File: config.mk
export PLATFORM = sky130hd
export DESIGN_NAME = sha_msg_padder
export DESIGN_NICKNAME = d
export VERILOG_FILES = /design/src/rtl/sha_pad_pkg.sv /design/src/rtl/sha_blk_buf.sv /design/src/rtl/sha_msg_padder.sv
export SDC_FILE = /design/constraint.sdc
export NUM_CORES = 2
export LEC_CHECK = 0
export ABC_AREA = 1
export CORE_AREA = 2 2 420 422
export CTS_CLUSTER_DIAMETER = 50
export DETAILED_ROUTE_END_ITERATION = 12
export DIE_AREA = 0 0 422 424
export RECOVER_POWER = 25
export SYNTH_ARGS = -nofsm -noshare
export SYNTH_HDL_FRONTEND = slang
export SYNTH_HIERARCHICAL = 1
export SYNTH_SLANG_ARGS = --single-unit
File: constraint.sdc
create_clock -name clk -period 4.9 [get_ports clk]
set_input_delay 0.735 -clock clk [delete_from_list [all_inputs] [get_ports clk]]
set_output_delay 0.735 -clock clk [all_outputs]
set_load 0.1 [all_outputs]
File: src/rtl/sha_pad_pkg.sv
// sha_pad_pkg: shared types and helpers for the SHA message padder.
//   - pad_state_e : padder FSM state encoding
//   - next_blk_e  : what the padder does once the core finishes the current block
//   - NW/LP constants for SHA-256 (512-bit block) and SHA-384/512 (1024-bit block)
//   - PAD_MARK and the final-word masking helpers
package sha_pad_pkg;

  typedef enum logic [2:0] {
    ST_IDLE,
    ST_FILL,
    ST_PADW,
    ST_ZERO,
    ST_LENW,
    ST_ISSUE,
    ST_WAIT,
    ST_DONE
  } pad_state_e;

  // Follow-up action after the core acknowledges a block.
  typedef enum logic [1:0] {
    NX_FILL,  // message continues into the next block
    NX_MARK,  // message ended on the last word; marker opens the next block
    NX_LEN,   // marker placed but no room for the length; length-only block
    NX_DONE   // block carried the length field; message finished
  } next_blk_e;

  localparam logic [31:0] PAD_MARK = 32'h8000_0000;

  localparam logic [5:0] NW_256 = 6'd16;
  localparam logic [5:0] NW_512 = 6'd32;
  localparam logic [5:0] LP_256 = 6'd14;
  localparam logic [5:0] LP_512 = 6'd28;

  // Words per block for the selected mode (wide = hash_size[1]).
  function automatic logic [5:0] nw_of(input logic wide);
    return wide ? NW_512 : NW_256;
  endfunction

  // First word of the length field for the selected mode.
  function automatic logic [5:0] lp_of(input logic wide);
    return wide ? LP_512 : LP_256;
  endfunction

  // Mask of the valid message bytes in a final word (nb = valid bytes - 1).
  function automatic logic [31:0] byte_mask(input logic [1:0] nb);
    logic [31:0] m;
    case (nb)
      2'd0:    m = 32'hFF00_0000;
      2'd1:    m = 32'hFFFF_0000;
      2'd2:    m = 32'hFFFF_FF00;
      default: m = 32'hFFFF_FFFF;
    endcase
    return m;
  endfunction

  // Final word with the unused bytes cleared and the 0x80 marker placed in
  // the byte right after the last valid one (only meaningful for nb < 3).
  function automatic logic [31:0] tail_word(input logic [31:0] d, input logic [1:0] nb);
    logic [5:0] sh;
    sh = 6'({nb, 3'b000}) + 6'd8;
    return (d & byte_mask(nb)) | (PAD_MARK >> sh);
  endfunction

endpackage

File: src/rtl/sha_blk_buf.sv
// sha_blk_buf: 32 x 32-bit block buffer feeding the SHA core.
//   clk, rst  : clock, asynchronous active-low reset (buffer cleared)
//   clr       : synchronous clear of every word
//   we/waddr/wdata : single-word write; a write wins over clr for its word,
//               so a block can be cleared and its first word stored together
//   rdata     : flattened block, word 0 at [1023:992]
module sha_blk_buf (
  input  logic          clk,
  input  logic          rst,
  input  logic          clr,
  input  logic          we,
  input  logic [4:0]    waddr,
  input  logic [31:0]   wdata,
  output logic [1023:0] rdata
);

  logic [31:0] mem_q [32];
  logic [31:0] mem_d [32];

  always_comb begin
    for (int i = 0; i < 32; i++) begin
      mem_d[i] = mem_q[i];
      if (clr) mem_d[i] = '0;
      if (we && (waddr == 5'(i))) mem_d[i] = wdata;
    end
  end

  always_ff @(posedge clk or negedge rst) begin
    if (!rst) begin
      mem_q <= '{default: '0};
    end else begin
      mem_q <= mem_d;
    end
  end

  always_comb begin
    rdata = '0;
    for (int i = 0; i < 32; i++) begin
      rdata[1023-32*i -: 32] = mem_q[i];
    end
  end

endmodule

File: src/rtl/sha_msg_padder.sv
// sha_msg_padder: FIPS 180-4 message padder in front of the SHA core.
//   clk, rst            : clock, asynchronous active-low reset
//   hash_size           : mode, bit1 selects 1024-bit blocks (SHA-384/512)
//   msg_empty           : request a zero-length message while idle
//   s_data/s_valid/s_last/s_bytes/s_ready : 32-bit big-endian message stream
//   sha_start           : pulse issuing the first block of a message
//   sha_input_valid     : pulse issuing each later block
//   sha_win             : current block, word 0 at [1023:992]
//   sha_hash_size       : mode latched at message start
//   sha_output_valid    : core finished the issued block
//   busy, msg_done      : message in progress / final block hashed
//   len_err             : bit count overflowed LEN_W during this message
//
// Handshake: a word transfers on a rising clk edge where s_valid and s_ready
// are both high; s_ready depends only on internal state, never on s_valid.
module sha_msg_padder
  import sha_pad_pkg::*;
#(
  parameter int LEN_W = 64
) (
  input  logic          clk,
  input  logic          rst,
  input  logic [1:0]    hash_size,
  input  logic          msg_empty,
  input  logic [31:0]   s_data,
  input  logic          s_valid,
  input  logic          s_last,
  input  logic [1:0]    s_bytes,
  output logic          s_ready,
  output logic          sha_start,
  output logic          sha_input_valid,
  output logic [1023:0] sha_win,
  output logic [1:0]    sha_hash_size,
  input  logic          sha_output_valid,
  output logic          busy,
  output logic          msg_done,
  output logic          len_err
);

  pad_state_e       state_q, state_d;
  next_blk_e        nx_q, nx_d;
  logic [4:0]       widx_q, widx_d;
  logic [LEN_W-1:0] bitlen_q, bitlen_d;
  logic             len_err_q, len_err_d;
  logic [1:0]       hs_q, hs_d;
  logic             first_q, first_d;
  // Holds s_ready low for the first cycle after reset release.
  logic             run_q;

  logic             buf_clr, buf_we;
  logic [4:0]       buf_waddr;
  logic [31:0]      buf_wdata;

  logic             in_idle, wide, acc;
  logic [5:0]       nw, lp, next_pos, lw_sel;
  logic [4:0]       cur_idx;
  logic [LEN_W-1:0] base_len;
  logic [LEN_W:0]   inc, len_sum;
  logic [127:0]     len128;
  logic [31:0]      len_word;

  sha_blk_buf u_buf (
    .clk   (clk),
    .rst   (rst),
    .clr   (buf_clr),
    .we    (buf_we),
    .waddr (buf_waddr),
    .wdata (buf_wdata),
    .rdata (sha_win)
  );

  // Datapath helpers. In IDLE the incoming word starts a fresh message, so
  // mode, index and length come from the inputs / zero rather than the flops.
  always_comb begin
    in_idle  = (state_q == ST_IDLE);
    wide     = in_idle ? hash_size[1] : hs_q[1];
    nw       = nw_of(wide);
    lp       = lp_of(wide);
    cur_idx  = in_idle ? 5'd0 : widx_q;
    base_len = in_idle ? '0 : bitlen_q;
    if (s_last && (s_bytes != 2'd3)) inc = (LEN_W+1)'({s_bytes, 3'b000} + 5'd8);
    else                             inc = (LEN_W+1)'(32);
    len_sum  = {1'b0, base_len} + inc;
    // Length field is MSB-first; lw_sel counts words from the least
    // significant end, so bits above LEN_W come out as zero.
    len128   = 128'(bitlen_q);
    lw_sel   = nw - 6'd1 - {1'b0, widx_q};
    len_word = 32'(len128 >> {lw_sel, 5'b00000});
    next_pos = {1'b0, widx_q} + 6'd1;
    s_ready  = (in_idle && run_q) ||
               ((state_q == ST_FILL) && ({1'b0, widx_q} < nw));
    acc      = s_valid && s_ready;
  end

  always_comb begin
    state_d         = state_q;
    nx_d            = nx_q;
    widx_d          = widx_q;
    bitlen_d        = bitlen_q;
    len_err_d       = len_err_q;
    hs_d            = hs_q;
    first_d         = first_q;
    buf_clr         = 1'b0;
    buf_we          = 1'b0;
    buf_waddr       = widx_q;
    buf_wdata       = '0;
    sha_start       = 1'b0;
    sha_input_valid = 1'b0;
    msg_done        = 1'b0;

    case (state_q)
      ST_IDLE: begin
        if (s_valid && run_q) begin
          // Word itself is handled by the accept path below.
          buf_clr   = 1'b1;
          hs_d      = hash_size;
          first_d   = 1'b1;
          len_err_d = 1'b0;
        end else if (msg_empty && run_q) begin
          buf_clr   = 1'b1;
          hs_d      = hash_size;
          first_d   = 1'b1;
          len_err_d = 1'b0;
          bitlen_d  = '0;
          widx_d    = '0;
          state_d   = ST_PADW;
        end
      end
      ST_PADW: begin
        buf_we    = 1'b1;
        buf_wdata = PAD_MARK;
        state_d   = ST_ZERO;
      end
      ST_ZERO: begin
        // widx points at the word holding the marker.
        if (next_pos <= lp) begin
          widx_d  = lp[4:0];
          state_d = ST_LENW;
        end else begin
          nx_d    = NX_LEN;
          state_d = ST_ISSUE;
        end
      end
      ST_LENW: begin
        buf_we    = 1'b1;
        buf_wdata = len_word;
        if ({1'b0, widx_q} == nw - 6'd1) begin
          nx_d    = NX_DONE;
          state_d = ST_ISSUE;
        end else begin
          widx_d  = widx_q + 5'd1;
        end
      end
      ST_ISSUE: begin
        sha_start       = first_q;
        sha_input_valid = !first_q;
        first_d         = 1'b0;
        state_d         = ST_WAIT;
      end
      ST_WAIT: begin
        if (sha_output_valid) begin
          buf_clr = 1'b1;
          case (nx_q)
            NX_FILL: begin widx_d = '0;       state_d = ST_FILL; end
            NX_MARK: begin widx_d = '0;       state_d = ST_PADW; end
            NX_LEN:  begin widx_d = lp[4:0];  state_d = ST_LENW; end
            default: begin                    state_d = ST_DONE; end
          endcase
        end
      end
      ST_DONE: begin
        msg_done = 1'b1;
        state_d  = ST_IDLE;
      end
      default: ;  // ST_FILL: words handled by the accept path
    endcase

    if (acc) begin
      bitlen_d  = len_sum[LEN_W-1:0];
      len_err_d = len_err_d | len_sum[LEN_W];
      buf_we    = 1'b1;
      buf_waddr = cur_idx;
      buf_wdata = s_data;
      if (s_last && (s_bytes != 2'd3)) begin
        buf_wdata = tail_word(s_data, s_bytes);
        widx_d    = cur_idx;
        state_d   = ST_ZERO;
      end else if (s_last) begin
        if ({1'b0, cur_idx} == nw - 6'd1) begin
          // Block is full: marker and length go into an extra block.
          nx_d    = NX_MARK;
          state_d = ST_ISSUE;
        end else begin
          widx_d  = cur_idx + 5'd1;
          state_d = ST_PADW;
        end
      end else if ({1'b0, cur_idx} == nw - 6'd1) begin
        nx_d    = NX_FILL;
        state_d = ST_ISSUE;
      end else begin
        widx_d  = cur_idx + 5'd1;
        state_d = ST_FILL;
      end
    end
  end

  always_ff @(posedge clk or negedge rst) begin
    if (!rst) begin
      state_q   <= ST_IDLE;
      nx_q      <= NX_FILL;
      widx_q    <= '0;
      bitlen_q  <= '0;
      len_err_q <= 1'b0;
      hs_q      <= '0;
      first_q   <= 1'b0;
      run_q     <= 1'b0;
    end else begin
      state_q   <= state_d;
      nx_q      <= nx_d;
      widx_q    <= widx_d;
      bitlen_q  <= bitlen_d;
      len_err_q <= len_err_d;
      hs_q      <= hs_d;
      first_q   <= first_d;
      run_q     <= 1'b1;
    end
  end

  assign busy          = (state_q != ST_IDLE) && (state_q != ST_DONE);
  assign sha_hash_size = hs_q;
  assign len_err       = len_err_q;

endmodule
=== After elaboration in Yosys (flattened, before gate mapping) ===
Cells that the tools add are included.

* Add/sub/neg operators: 8
* Shift operators: 2
* Equality and inequality tests: 52
* Muxes and demuxes: 98
* Reductions and logical operators: 89
* Order comparisons: 2
* Bitwise logic cells: 3

{| class="wikitable"
|+ Operators with widths
! operator !! count
|-
| $mux 32 || 37
|-
| $mux 64 || 5
|-
| $eq 5x5->1 const B || 16
|-
| $pmux 24 s3 || 1
|-
| $reduce_bool 2->1 || 36
|-
| $add 64x65->65 || 1
|-
| $pmux 32 s2 || 1
|-
| $shr 64x11->32 || 1
|-
| $mux 5 || 11
|-
| $eq 5x4->1 const B || 8
|-
| $logic_and 1x1->1 || 39
|-
| $and 32x32->32 || 1
|-
| $or 32x32->32 || 1
|-
| $shr 32x6->32 const A || 1
|-
| $mux 3 || 9
|-
| $pmux 3 s7 || 1
|-
| $eq 5x3->1 const B || 4
|-
| $pmux 5 s4 || 1
|-
| $mux 2 || 9
|-
| $mux 1 || 16
|-
| $add 5x4->6 const B || 2
|-
| $eq 3x3->1 const B || 4
|-
| $eq 5x6->1 || 2
|-
| $mux 6 || 2
|-
| 31 further kinds || 45
|}

* Register bits after elaboration: 1103
* Bits of input ports: 42
* Word-level logic and storage cells: 294
* Output and inout bits: 1032

=== Logic depth before layout (Yosys ltp) ===
* Depth after elaboration: 13
* Mapped depth: 20
* Gate-level depth less buffers: 18

=== Modules after synthesis ===
The synthesis kept the hierarchy.

{| class="wikitable"
|+ Modules (own cells, without submodules)
! module !! area each (µm²) !! cells an instance !! times used
|-
| sha_blk_buf || 40497.6 || 4601 || 1
|-
| sha_msg_padder || 7480.9 || 1246 || 1
|}

=== Least setup slack after synthesis ===
No wires, ideal clock.

* Kind: register -> register
* Start: reg hs_q[1], in the netlist sha_hash_size[1]
* End: reg u_buf.mem_q, in the netlist u_buf/rdata[619]
* Cell stages (with the launch flop): 15
* Buffers on the path: 2
* Arrival: 3.648 ns
* Setup slack: 1.184 ns
* Setup time: 0.067 ns
* Cells stage by stage: dfrtp_1 -> nand2_2 -> nand2_2 -> o21ai_1 -> nand2_1 -> nand2_2 -> buf_6 -> nor2_1 -> nor2_1 -> nor2_2 -> nand3_1 -> inv_1 -> clkbuf_1 -> nand2_1 -> nand2_1

* Longest elaborated chain between the ends: 10
* Elaborated cells on any way between the ends: 17
* Those cells by class: 2 x add/sub; 1 x order compare; 1 x eq/ne; 1 x shift; 7 x mux; 5 x reduce/logical

{| class="wikitable"
|+ RTL lines
! what !! RTL line !! text
|-
| from (decl) || sha_msg_padder.sv:45 || <nowiki>logic [1:0] hs_q, hs_d;</nowiki>
|-
| from (signal assigned) || sha_msg_padder.sv:223 || <nowiki>hs_q <= hs_d;</nowiki>
|-
| $mux 1 * || sha_msg_padder.sv:76 || <nowiki>wide = in_idle ? hash_size[1] : hs_q[1];</nowiki>
|-
| $mux 6 * || sha_pad_pkg.sv:36 || <nowiki>return wide ? NW_512 : NW_256;</nowiki>
|-
| $lt 5x6->1 * || sha_msg_padder.sv:91 || <nowiki>((state_q == ST_FILL) && ({1'b0, widx_q} < nw));</nowiki>
|-
| $logic_and 1x1->1 * || sha_msg_padder.sv:91 ||
|-
| $logic_or 1x1->1 * || sha_msg_padder.sv:90 || <nowiki>s_ready = (in_idle && run_q) ||</nowiki>
|-
| via s_ready || sha_msg_padder.sv:29 || <nowiki>output logic s_ready,</nowiki>
|-
| $logic_and 1x1->1 * || sha_msg_padder.sv:92 || <nowiki>acc = s_valid && s_ready;</nowiki>
|-
| $mux 5 * || sha_msg_padder.sv:178 || <nowiki>if (acc) begin</nowiki>
|-
| via buf_waddr[1] || sha_msg_padder.sv:51 || <nowiki>logic [4:0] buf_waddr;</nowiki>
|-
| $eq 5x4->1 * || sha_blk_buf.sv:24 || <nowiki>if (we && (waddr == 5'(i))) mem_d[i] = wdata;</nowiki>
|-
| $logic_and 1x1->1 * || sha_blk_buf.sv:24 ||
|-
| $mux 32 or $reduce_bool 2->1 (tied branches) || -- ||
|-
| to (signal assigned) || sha_blk_buf.sv:32 || <nowiki>mem_q <= mem_d;</nowiki>
|-
| to (decl) || sha_blk_buf.sv:17 || <nowiki>logic [31:0] mem_q [32];</nowiki>
|}

The timed path passes the listed nets; every way through them passes the cells marked *.
A chain may end at the register's enable or synchronous reset.

==> results_dict.tcl <==
set metrics [dict create \
    cts-resized-gates 0 \
    tightest_slew_ps 2790 \
    drt_wl_total_um 239000 \
    regArea_um2 27500 \
    async_reset_ff_frac 1.00 \
    antenna_found_initial 9 \
    first_iter_violations 4869 \
    num_io_pins 1074 \
    worstPathRequired_ps 5590 \
    vdd_drop_max_mv 0.371 \
    start_util 0.274 \
    fin_nets 6856 \
    finalSetupTns_ps 0 \
    fin_ws_ps 833 \
    violations "max-capacitance violations, max-slew violations" \
    drcViolationCount 0 \
    hold_buffers 1 \
    area_growth_pct 40.1 \
    layout-drive-gt1-share 0.0870 \
    cts.clk_slew.worst_paths_ps 50 \
    coreArea_um2 175000 \
    postCtsSetupBuffers 0 \
    status "complete, but fails checks" \
    pre_cts_ws_ps 185 \
    start_kind "input port" \
    cts_tree "yes" \
    port_buffers 1073 \
    hold_ws_ps 498 \
    syn-num-nets 5903 \
    setup_viol 0 \
    critical_path.top_delay_family "buffers and inverters" \
    min_period_ps 4070 \
    syn_avg_cell_area_um2 8.21 \
    min_period_over_period 0.830 \
    hpwl_um 159000 \
    insertion_delay_ps 840 \
    wl_per_cell_um 25.8 \
    synth_edf_count 0 \
    drt_first_pass_iters 6 \
    slew_violations 90 \
    synth_cell_types 49 \
    finalHoldViolCount 0 \
    rows 154 \
    skew_ps 58.9 \
    die_width_um 422 \
    cts-root-buf "clkbuf_16" \
    die_area_um2 179000 \
    fill_cells 17800 \
    gp_congestion 0.920 \
    fin_util 0.384 \
    crit_path_max_incr_delay_ps 1870 \
    hold_path_class "reg2reg" \
    grt_pass1_wl_um 337000 \
    grt_max_degree 124 \
    maxCapViolations 2 \
    ant_nets 0 \
    vias 46200 \
    grt-ovfl-total 0 \
    crit_chain "dlygate4sd3_1, clkbuf_2, clkbuf_4" \
    cp_max_fo 91 \
    synth_seq_area_share 0.574 \
    grt_setup_unrepaired "false" \
    synth_cells 5847 \
    critical_path_arrival_ps 4760 \
    die_h_um 424 \
    cts.sinks 1100 \
    viasPerCell 4.99 \
    path_buf_inv 3 \
    relSlewSlack -0.860 \
    p_leak_nw 33.7 \
    globalRouteTotalUtil 0.259 \
    crit_path_top_delay_cell "clkbuf_2" \
    multi_input_area_um2 18300 \
    worstSetupPathType "in2async" \
    clockBufferDepth 3 \
    numCtsBuffers 145 \
    htree_levels 4 \
    yosys_warnings 6 \
    netlist_area_um2 48000 \
    synthFlopType "dfrtp_1" \
    grt_pass1_vias 44600 \
    p_total_w 0.0330 \
    powerDensity_nw_per_um2 492 \
    cp-end-kind "async pin" \
    synth_seq_cells 1100 \
    max_freq_mhz 246 \
]
## report_power, final
group	internal (W)	switching [W]	total, W
combinational	0.00214	0.00900	0.0111
sequential	0.00977	0.000720	0.0105
clock	0.00689	0.00452	0.0114
## stage by stage
step                area, µm²  instances
floorplan               48000       5847
global placement        62100       8992
detailed placement      62100       8992
CTS                     67300       9260
global route            67200       9264
finish                  67200       9266
## final timing paths
path	start	cells after the start	to	slack [ps]
max in group clk	state_q[1]$_DFFE_PN0P_	6	busy	910
min	u_buf/rdata[913]$_DFFE_PN0P_	2	u_buf/rdata[913]$_DFFE_PN0P_	500
min in group asynchronous	rst	2	u_buf/rdata[297]$_DFFE_PN0P_	1290
max	rst	3	u_buf/rdata[649]$_DFFE_PN0P_	830
max reg2reg	state_q[0]$_DFFE_PN0P_	14	u_buf/rdata[49]$_DFFE_PN0P_	1070
min reg2reg	u_buf/rdata[913]$_DFFE_PN0P_	2	u_buf/rdata[913]$_DFFE_PN0P_	500
## synthesized netlist by cell type (5+ instances only)
| library cell | instances | share of area |
|---|---|---|
| nand3_1 | 1231 | 0.13 |
| nor2_4 | 9 | 0.0021 |
| nor2_1 | 199 | 0.016 |
| buf_6 | 6 | 0.0014 |
| nand2_2 | 16 | 0.0021 |
| inv_1 | 174 | 0.014 |
| o21ai_0 | 59 | 0.0062 |
| a21oi_1 | 36 | 0.0038 |
| inv_2 | 30 | 0.0023 |
| o31ai_1 | 5 | 0.00078 |
| nor2_2 | 27 | 0.0035 |
| buf_1 | 67 | 0.0052 |
| dfrtp_1 | 1100 | 0.57 |
| a32o_1 | 6 | 0.0013 |
| nand3b_1 | 5 | 0.00078 |
| buf_2 | 112 | 0.012 |
| ha_1 | 13 | 0.0034 |
| clkbuf_1 | 260 | 0.020 |
| o211ai_1 | 5 | 0.00078 |
| nand3_2 | 10 | 0.0021 |
| nand4_1 | 26 | 0.0034 |
| o21ai_1 | 26 | 0.0027 |
| o22ai_1 | 14 | 0.0018 |
| nand2_1 | 2374 | 0.19 |
## worst min-delay path, delay by kind of cell, from the launching register on
kind | cells | cell delay [ps]
flops | 1 | 340
simple gates | 2 | 130
## sequential cells by signal (all words and copies together), names as in the netlist
name,count
run_q,1
widx_q,5
first_q,1
sha_hash_size,2
len_err,1
u_buf/rdata,1024
nx_q,2
state_q,3
bitlen_q,61
## final cells by class
cell class	count	share of cell area
clock buffers	192	0.0616
clock inverters	75	0.0159
repair buffers	1256	0.185
inverters	206	0.0116
diodes	6	0.000223
multi-input cells	4091	0.272
flip-flops and latches	1100	0.409
well taps	2340	0.0435
## metal layers
layer / vias to the layer above / wire length (µm) / share of wire / GRT usage
li1: 20600 / - / - / -
met1: 22700 / 92000 / 0.39 / 0.315
met2: 2368 / 114000 / 0.48 / 0.423
met3: 507 / 19800 / 0.083 / 0.0613
met4: 2 / 13400 / 0.056 / 0.140
met5: - / 13 / 0.000054 / 0
## cells by family after synthesis
logic type,count (synthesis),synth area share
and+or+nand+nor,3914,0.347
DFF,1100,0.574
buffers and inverters,656,0.0558
AOI/OAI and AO/OA,156,0.0181
adders and majority gates,14,0.00381
xor gates and xnor gates,3,0.000548
muxes,3,0.000678
other,1,0.0000782
## cells in the final DEF, fill, tap and decap left out, drive strengths merged, types with 2 or more instances in the layout
cell type,count
o211ai,5
a21oi,36
nand3b,5
dfrtp,1100
diode,6
nand2,2392
o21ai,86
nand4,26
nand3,1243
xor2,2
ha,13
o22ai,14
bufinv,16
nor4,2
nor3,6
clkbuf,208
and2,2
inv,221
clkinv,30
or2,2
nor2,236
mux2,2
clkinvlp,14
clkdlybuf4s50,1071
a32o,6
o31ai,5
buf,168
Note: power is estimated with default switching activity, not from simulation.
